File: src/rtl/defines_package.sv
// Shared types and constants for the Cohen-Sutherland line clipper.
package defines_package;

    typedef struct packed {
        logic signed [15:0] x;
        logic signed [15:0] y;
    } Point2D;

    localparam logic signed [15:0] X_MIN = 16'sd0;
    localparam logic signed [15:0] X_MAX = 16'sd640;
    localparam logic signed [15:0] Y_MIN = 16'sd0;
    localparam logic signed [15:0] Y_MAX = 16'sd480;

    localparam logic [3:0] OC_LEFT   = 4'b0001;
    localparam logic [3:0] OC_RIGHT  = 4'b0010;
    localparam logic [3:0] OC_BOTTOM = 4'b0100;
    localparam logic [3:0] OC_TOP    = 4'b1000;

    typedef enum logic [1:0] {
        IDLE,
        CHECK,
        DIV,
        DONE
    } state_t;

    function automatic logic [3:0] outcode(input Point2D p);
        logic [3:0] c;
        c = '0;
        if (p.x < X_MIN) c = c | OC_LEFT;
        if (p.x > X_MAX) c = c | OC_RIGHT;
        if (p.y < Y_MIN) c = c | OC_BOTTOM;
        if (p.y > Y_MAX) c = c | OC_TOP;
        return c;
    endfunction

endpackage

File: src/rtl/clip_div.sv
// Serial signed divider: restoring division on magnitudes, sign fixed up at the output.
module clip_div (
    input  logic               clk,
    input  logic               rst,
    input  logic               start,
    input  logic signed [33:0] num,
    input  logic signed [16:0] den,
    output logic               done,
    output logic [15:0]        quo
);

    logic        busy;
    logic [5:0]  cnt;
    logic [16:0] rem;
    logic [33:0] acc;
    logic [16:0] den_r;
    logic        neg;
    logic        zero;
    logic [33:0] num_mag;
    logic [16:0] den_mag;
    logic [50:0] s1, s2, s3;
    logic [15:0] q_mag;

    // One restoring step: returns {remainder[16:0], shifted quotient/numerator[33:0]}.
    function automatic logic [50:0] div_step(input logic [16:0] r, input logic [33:0] a,
                                             input logic [16:0] d);
        logic [17:0] sh;
        logic [16:0] trial;
        sh    = {r, a[33]};
        trial = sh[16:0] - d;
        if (sh >= {1'b0, d}) return {trial, a[32:0], 1'b1};
        else                 return {sh[16:0], a[32:0], 1'b0};
    endfunction

    always_comb begin
        if (num[33]) num_mag = -num;
        else         num_mag = num;
        if (den[16]) den_mag = -den;
        else         den_mag = den;
        s1 = div_step('0, num_mag, den_mag);
        s2 = div_step(s1[50:34], s1[33:0], den_mag);
        s3 = div_step(s2[50:34], s2[33:0], den_mag);
    end

    // The first three numerator bits are resolved at load so 34 bits finish in 32 cycles.
    always_ff @(posedge clk or posedge rst) begin
        if (rst) begin
            busy  <= 1'b0;
            done  <= 1'b0;
            cnt   <= '0;
            rem   <= '0;
            acc   <= '0;
            den_r <= '0;
            neg   <= 1'b0;
            zero  <= 1'b0;
        end else begin
            done <= 1'b0;
            if (start) begin
                rem   <= s3[50:34];
                acc   <= s3[33:0];
                den_r <= den_mag;
                neg   <= num[33] ^ den[16];
                zero  <= (den == '0);
                cnt   <= 6'd3;
                busy  <= 1'b1;
            end else if (busy) begin
                {rem, acc} <= div_step(rem, acc, den_r);
                cnt        <= cnt + 6'd1;
                if (cnt == 6'd33) begin
                    busy <= 1'b0;
                    done <= 1'b1;
                end
            end
        end
    end

    always_comb begin
        q_mag = acc[15:0];
        if (zero)     quo = '0;
        else if (neg) quo = -q_mag;
        else          quo = q_mag;
    end

endmodule

File: src/rtl/line_clipper.sv
// Cohen-Sutherland segment clipper against the inclusive window [0,640] x [0,480].
module line_clipper
    import defines_package::*;
(
    input  logic   clk,
    input  logic   rst,
    input  logic   in_valid,
    output logic   in_ready,
    input  Point2D p0,
    input  Point2D p1,
    output logic   out_valid,
    input  logic   out_ready,
    output logic   out_accept,
    output Point2D q0,
    output Point2D q1
);

    state_t             state, state_next;
    Point2D             w0, w1;
    logic [2:0]         iter;
    logic               accept;

    logic [3:0]         c0, c1, cs;
    logic               sel0;
    Point2D             pc, po, new_pt;
    logic signed [16:0] dx, dy, bound, xs, ys;
    logic signed [33:0] num;
    logic signed [16:0] den;
    logic               div_start, div_done;
    logic [15:0]        quo;

    clip_div u_div (
        .clk   (clk),
        .rst   (rst),
        .start (div_start),
        .num   (num),
        .den   (den),
        .done  (div_done),
        .quo   (quo)
    );

    // Working registers are frozen during DIV, so the clip setup stays valid until done.
    always_comb begin
        c0   = outcode(w0);
        c1   = outcode(w1);
        sel0 = (c0 != 4'b0000);
        cs   = sel0 ? c0 : c1;
        pc   = sel0 ? w0 : w1;
        po   = sel0 ? w1 : w0;
        xs   = {pc.x[15], pc.x};
        ys   = {pc.y[15], pc.y};
        dx   = {po.x[15], po.x} - xs;
        dy   = {po.y[15], po.y} - ys;
        if ((cs & (OC_TOP | OC_BOTTOM)) != 4'b0000) begin
            bound    = ((cs & OC_TOP) != 4'b0000) ? 17'(Y_MAX) : 17'(Y_MIN);
            num      = dx * (bound - ys);
            den      = dy;
            new_pt.x = pc.x + quo;
            new_pt.y = bound[15:0];
        end else begin
            bound    = ((cs & OC_RIGHT) != 4'b0000) ? 17'(X_MAX) : 17'(X_MIN);
            num      = dy * (bound - xs);
            den      = dx;
            new_pt.x = bound[15:0];
            new_pt.y = pc.y + quo;
        end
    end

    always_comb begin
        state_next = state;
        div_start  = 1'b0;
        unique case (state)
            IDLE:  if (in_valid) state_next = CHECK;
            CHECK: begin
                if ((c0 | c1) == 4'b0000)
                    state_next = DONE;
                else if (((c0 & c1) != 4'b0000) || (iter == 3'd4))
                    state_next = DONE;
                else begin
                    div_start  = 1'b1;
                    state_next = DIV;
                end
            end
            DIV:   if (div_done) state_next = CHECK;
            DONE:  if (out_ready) state_next = IDLE;
            default: state_next = IDLE;
        endcase
    end

    always_ff @(posedge clk or posedge rst) begin
        if (rst) begin
            state  <= IDLE;
            w0     <= '0;
            w1     <= '0;
            iter   <= '0;
            accept <= 1'b0;
        end else begin
            state <= state_next;
            case (state)
                IDLE: if (in_valid) begin
                    w0     <= p0;
                    w1     <= p1;
                    iter   <= '0;
                    accept <= 1'b0;
                end
                CHECK: accept <= ((c0 | c1) == 4'b0000);
                DIV: if (div_done) begin
                    if (sel0) w0 <= new_pt;
                    else      w1 <= new_pt;
                    iter <= iter + 3'd1;
                end
                default: ;
            endcase
        end
    end

    assign in_ready   = (state == IDLE) && !rst;
    assign out_valid  = (state == DONE);
    assign out_accept = accept;
    assign q0         = w0;
    assign q1         = w1;

endmodule

File: config.mk
export PLATFORM = sky130hd
export DESIGN_NAME = line_clipper
export DESIGN_NICKNAME = d
export VERILOG_FILES = /design/src/rtl/defines_package.sv /design/src/rtl/clip_div.sv /design/src/rtl/line_clipper.sv
export SDC_FILE = /design/constraint.sdc
export NUM_CORES = 2
export LEC_CHECK = 0
export BUFFER_PORTS_ARGS = -buffer_cell sky130_fd_sc_hd__buf_2
export CORE_ASPECT_RATIO = 1.4
export CORE_MARGIN = 2
export CORE_UTILIZATION = 40
export CTS_CLUSTER_SIZE = 20
export DETAILED_ROUTE_END_ITERATION = 6
export PLACE_DENSITY = 0.59
export SLEW_MARGIN = 20
export SYNTH_ARGS = -nofsm -noshare
export SYNTH_HDL_FRONTEND = slang
export SYNTH_SLANG_ARGS = --single-unit
File: constraint.sdc
create_clock -name clk -period 26.9 [get_ports clk]
set_clock_uncertainty 0.05 [all_clocks]
set_input_delay 5.38 -clock clk [delete_from_list [all_inputs] [get_ports clk]]
set_output_delay 5.38 -clock clk [all_outputs]
set_load 0.005 [all_outputs]
==> results.json <==
{
  "setup_ws_ns": 6.61,
  "postCtsSetupBuffers": 0,
  "fmax_mhz": 49.3,
  "gp_congestion": 0.982,
  "maxCapViolCount": 0,
  "via_per_inst": 5.55,
  "clockBufferDepth": 2,
  "dp_hpwl_mm": 115,
  "clk_latency_ns": 0.51,
  "port_buffers": 134,
  "cp.arrival_ns": 20.58,
  "syn_area_per_cell_um2": 8.14,
  "die_h_um": 374,
  "hold_end": "u_div.den_r[14]",
  "yosysSeqAreaShare": 0.0949,
  "yosys.area.top_type_share": 0.306,
  "area_growth_pct": 7.73,
  "dr.first_iter.drc_count": 2594,
  "multi_input_area_um2": 31700,
  "grt_util_met1": 0.331,
  "post-route-min-period_ns": 20.29,
  "grt_overflow": 0,
  "gr-usage-met3": 0.0370,
  "die_w_um": 268,
  "dp.cells": 6140,
  "cts-buffers-inserted": 17,
  "die_area_um2": 100000,
  "num_rows": 135,
  "setup_tns_ns": 0,
  "drive_above_1_share": 0.0743,
  "grt_busiest_layer": "met2",
  "clkSlewWorstSetupHoldPaths_ns": 0.07,
  "dp_slack_ns": 6.51,
  "route.detailed.drc": 0,
  "relSlewSlack": 0.239,
  "cts.sinks": 148,
  "drt_first_pass_iters": 5,
  "critPathBufInv": 7,
  "post-route-period-util": 0.754,
  "r2r_end": "u_div.rem[1]",
  "cts_tree": "built",
  "grt_pass1_vias": 35400,
  "whs_path_depth": 2,
  "critPathMaxFanout": 25,
  "yosysTopAreaCell": "fa_1",
  "cts_resized": 0,
  "hp-class": "flop to flop",
  "worst-slew-pin-transition_ns": 1.14,
  "finalSetupViolations": 0,
  "critPathTopFamily": "compound AO/OA/AOI/OAI gates",
  "postRouteAntennaNets": 0,
  "r2r-start": "q0[16]",
  "start_util": 0.403,
  "postSynthCellCount": 4792,
  "antenna_found_initial": 4,
  "synth_warnings": 0,
  "crit_top_cell": "o21ai_0",
  "routed_wl_mm": 137,
  "path_class": "flop to flop",
  "grt_max_degree": 97,
  "met2_usage": 0.489,
  "seqCellArea_um2": 3710,
  "start_kind": "flop",
  "slowest_stage": "or4_4",
  "cts_root_buf": "clkbuf_16",
  "ff2ff_setup_slack_ns": 6.61,
  "grt_setup_unrepaired": "no",
  "slew_viol_final": 0,
  "grt_pass1_wl_mm": 212,
  "holdBufCountCts": 0,
  "pin_count": 135,
  "status": "complete, no violations",
  "coreArea_um2": 96800,
  "endpoint_kind": "flop",
  "hp-start": "u_div.den_r[14]",
  "worstPathRequired_ns": 27.19,
  "gr-usage-all-layers": 0.281,
  "layout.cells.non_filler": 6173,
  "htreeDepth": 4,
  "syn_nets": 5722,
  "finalHoldViolations": 0,
  "max_stage_delay_ns": 0.64,
  "ys_top_cells_by_area": "fa_1 (31%), dfrtp_1 (9.5%), ha_1 (8.5%)",
  "ys.flop_type": "dfrtp_1",
  "num-nets-final": 5788,
  "vias": 34300,
  "ys_async_sr_fraction": 1.00,
  "n_fill_cell": 9950,
  "reg2regPathDepth": 73,
  "synth-seq-cells": 148,
  "synth-edff-count": 0,
  "ys_types": 110,
  "routedWlPerCell_um": 22.2,
  "synth_area_um2": 39000
}
[cell families (layout without fill, tap and decap cells)]
logic type	Yosys count	after routing	share of synthesized area
AOI/OAI and AO/OA	859	859	0.145
DFF	148	148	0.0949
other	0	1	0
buffers and inverters	980	1059	0.0954
muxes	96	96	0.0260
and+or+nand+nor	1569	1569	0.184
adders and majority gates	872	872	0.394
xor gates and xnor gates	268	268	0.0609
[flip-flops by register name (all words and copies together) (netlist names), 2 cells and up]
register and count:
q1 32, u_div.acc 34, u_div.cnt 6, iter 3
state 2, u_div.rem 17, q0 32, u_div.den_r 17
[worst register-to-register path, delay by kind of cell, from the launching register on]
kind / cells / cell delay [ns]
fa+ha+maj: 11 / 4.32
flops: 1 / 0.52
simple gates: 22 / 6.83
buf+inv: 7 / 0.94
compound gates: 32 / 7.30
xor+xnor: 1 / 0.19
[Yosys cell counts, drive strengths merged, types with 57 or more instances]
cell	n
a21o	78
a21oi	192
clkbuf	145
dfrtp	148
fa	597
ha	265
inv	801
mux2i	88
nand2	516
nand2b	61
nand3	60
nor2	564
nor2b	64
nor3	57
o21ai	224
xnor2	186
xor2	82
[placed cells by master, fill, tap and decap left out, types with 17 or more instances in the layout]
cell       instances
nand2_1          516
dfrtp_1          147
o21bai_1          23
nand2b_1          60
clkbuf_16         17
a21o_1            76
inv_1            800
fa_1             597
mux2i_1           85
nor2b_1           64
a21oi_1          189
buf_4             91
or3_1             28
nor3_1            54
nand4_1           31
o21ai_0          213
o31ai_1           28
xnor2_1          177
or2_2             22
a211oi_1          35
buf_2            134
nand3_1           59
and2_1            54
o211ai_1          23
xor2_1            79
ha_1             265
o21a_1            24
and3_1            30
a31oi_1           48
nor2_1           557
[through the flow]
step / utilization / hold WS [ns] / instance area, um2
after global routing: 0.434 / 0.468 / 42000
final: 0.434 / 0.433 / 42000
after CTS: 0.434 / 0.437 / 42000
after detailed placement: 0.428 / 0.420 / 41400
after floorplan: - / 0.400 / 39000
after global placement: 0.428 / 0.412 / 41400
[metal layers]
metal | wire (um) | part of all wire
met4 | 8670 | 0.063
met3 | 7050 | 0.051
met2 | 68800 | 0.50
met1 | 52700 | 0.38
met5 | 27 | 0.00020
[cell type report]
cell class                 instances  share of cell area
multi-input combinational       3664               0.755
sequential                       148              0.0882
inverter                         802              0.0717
tap                             1301              0.0387
timing repair buffer             225              0.0322
clock buffer                      17              0.0101
clock inverter                    15             0.00399
antenna                            1           0.0000595
[how the worst max path moves through the flow]
stage	start	endpoint	slack, ns	depth (start not counted)
final	q0[16]	u_div.rem[1]	6.61	73
after global routing	q0[9]	u_div.rem[1]	5.07	72
after CTS	q0[9]	u_div.rem[1]	6.46	72
after detailed placement	q0[9]	u_div.rem[1]	6.51	72
after global placement	q0[9]	u_div.rem[1]	6.99	72
after floorplan	q0[16]	u_div.rem[15]	9.59	79
Power is left out: the tool's default activity adds up to more than one toggle a clock period on the data nets, which glitch-free logic cannot reach.
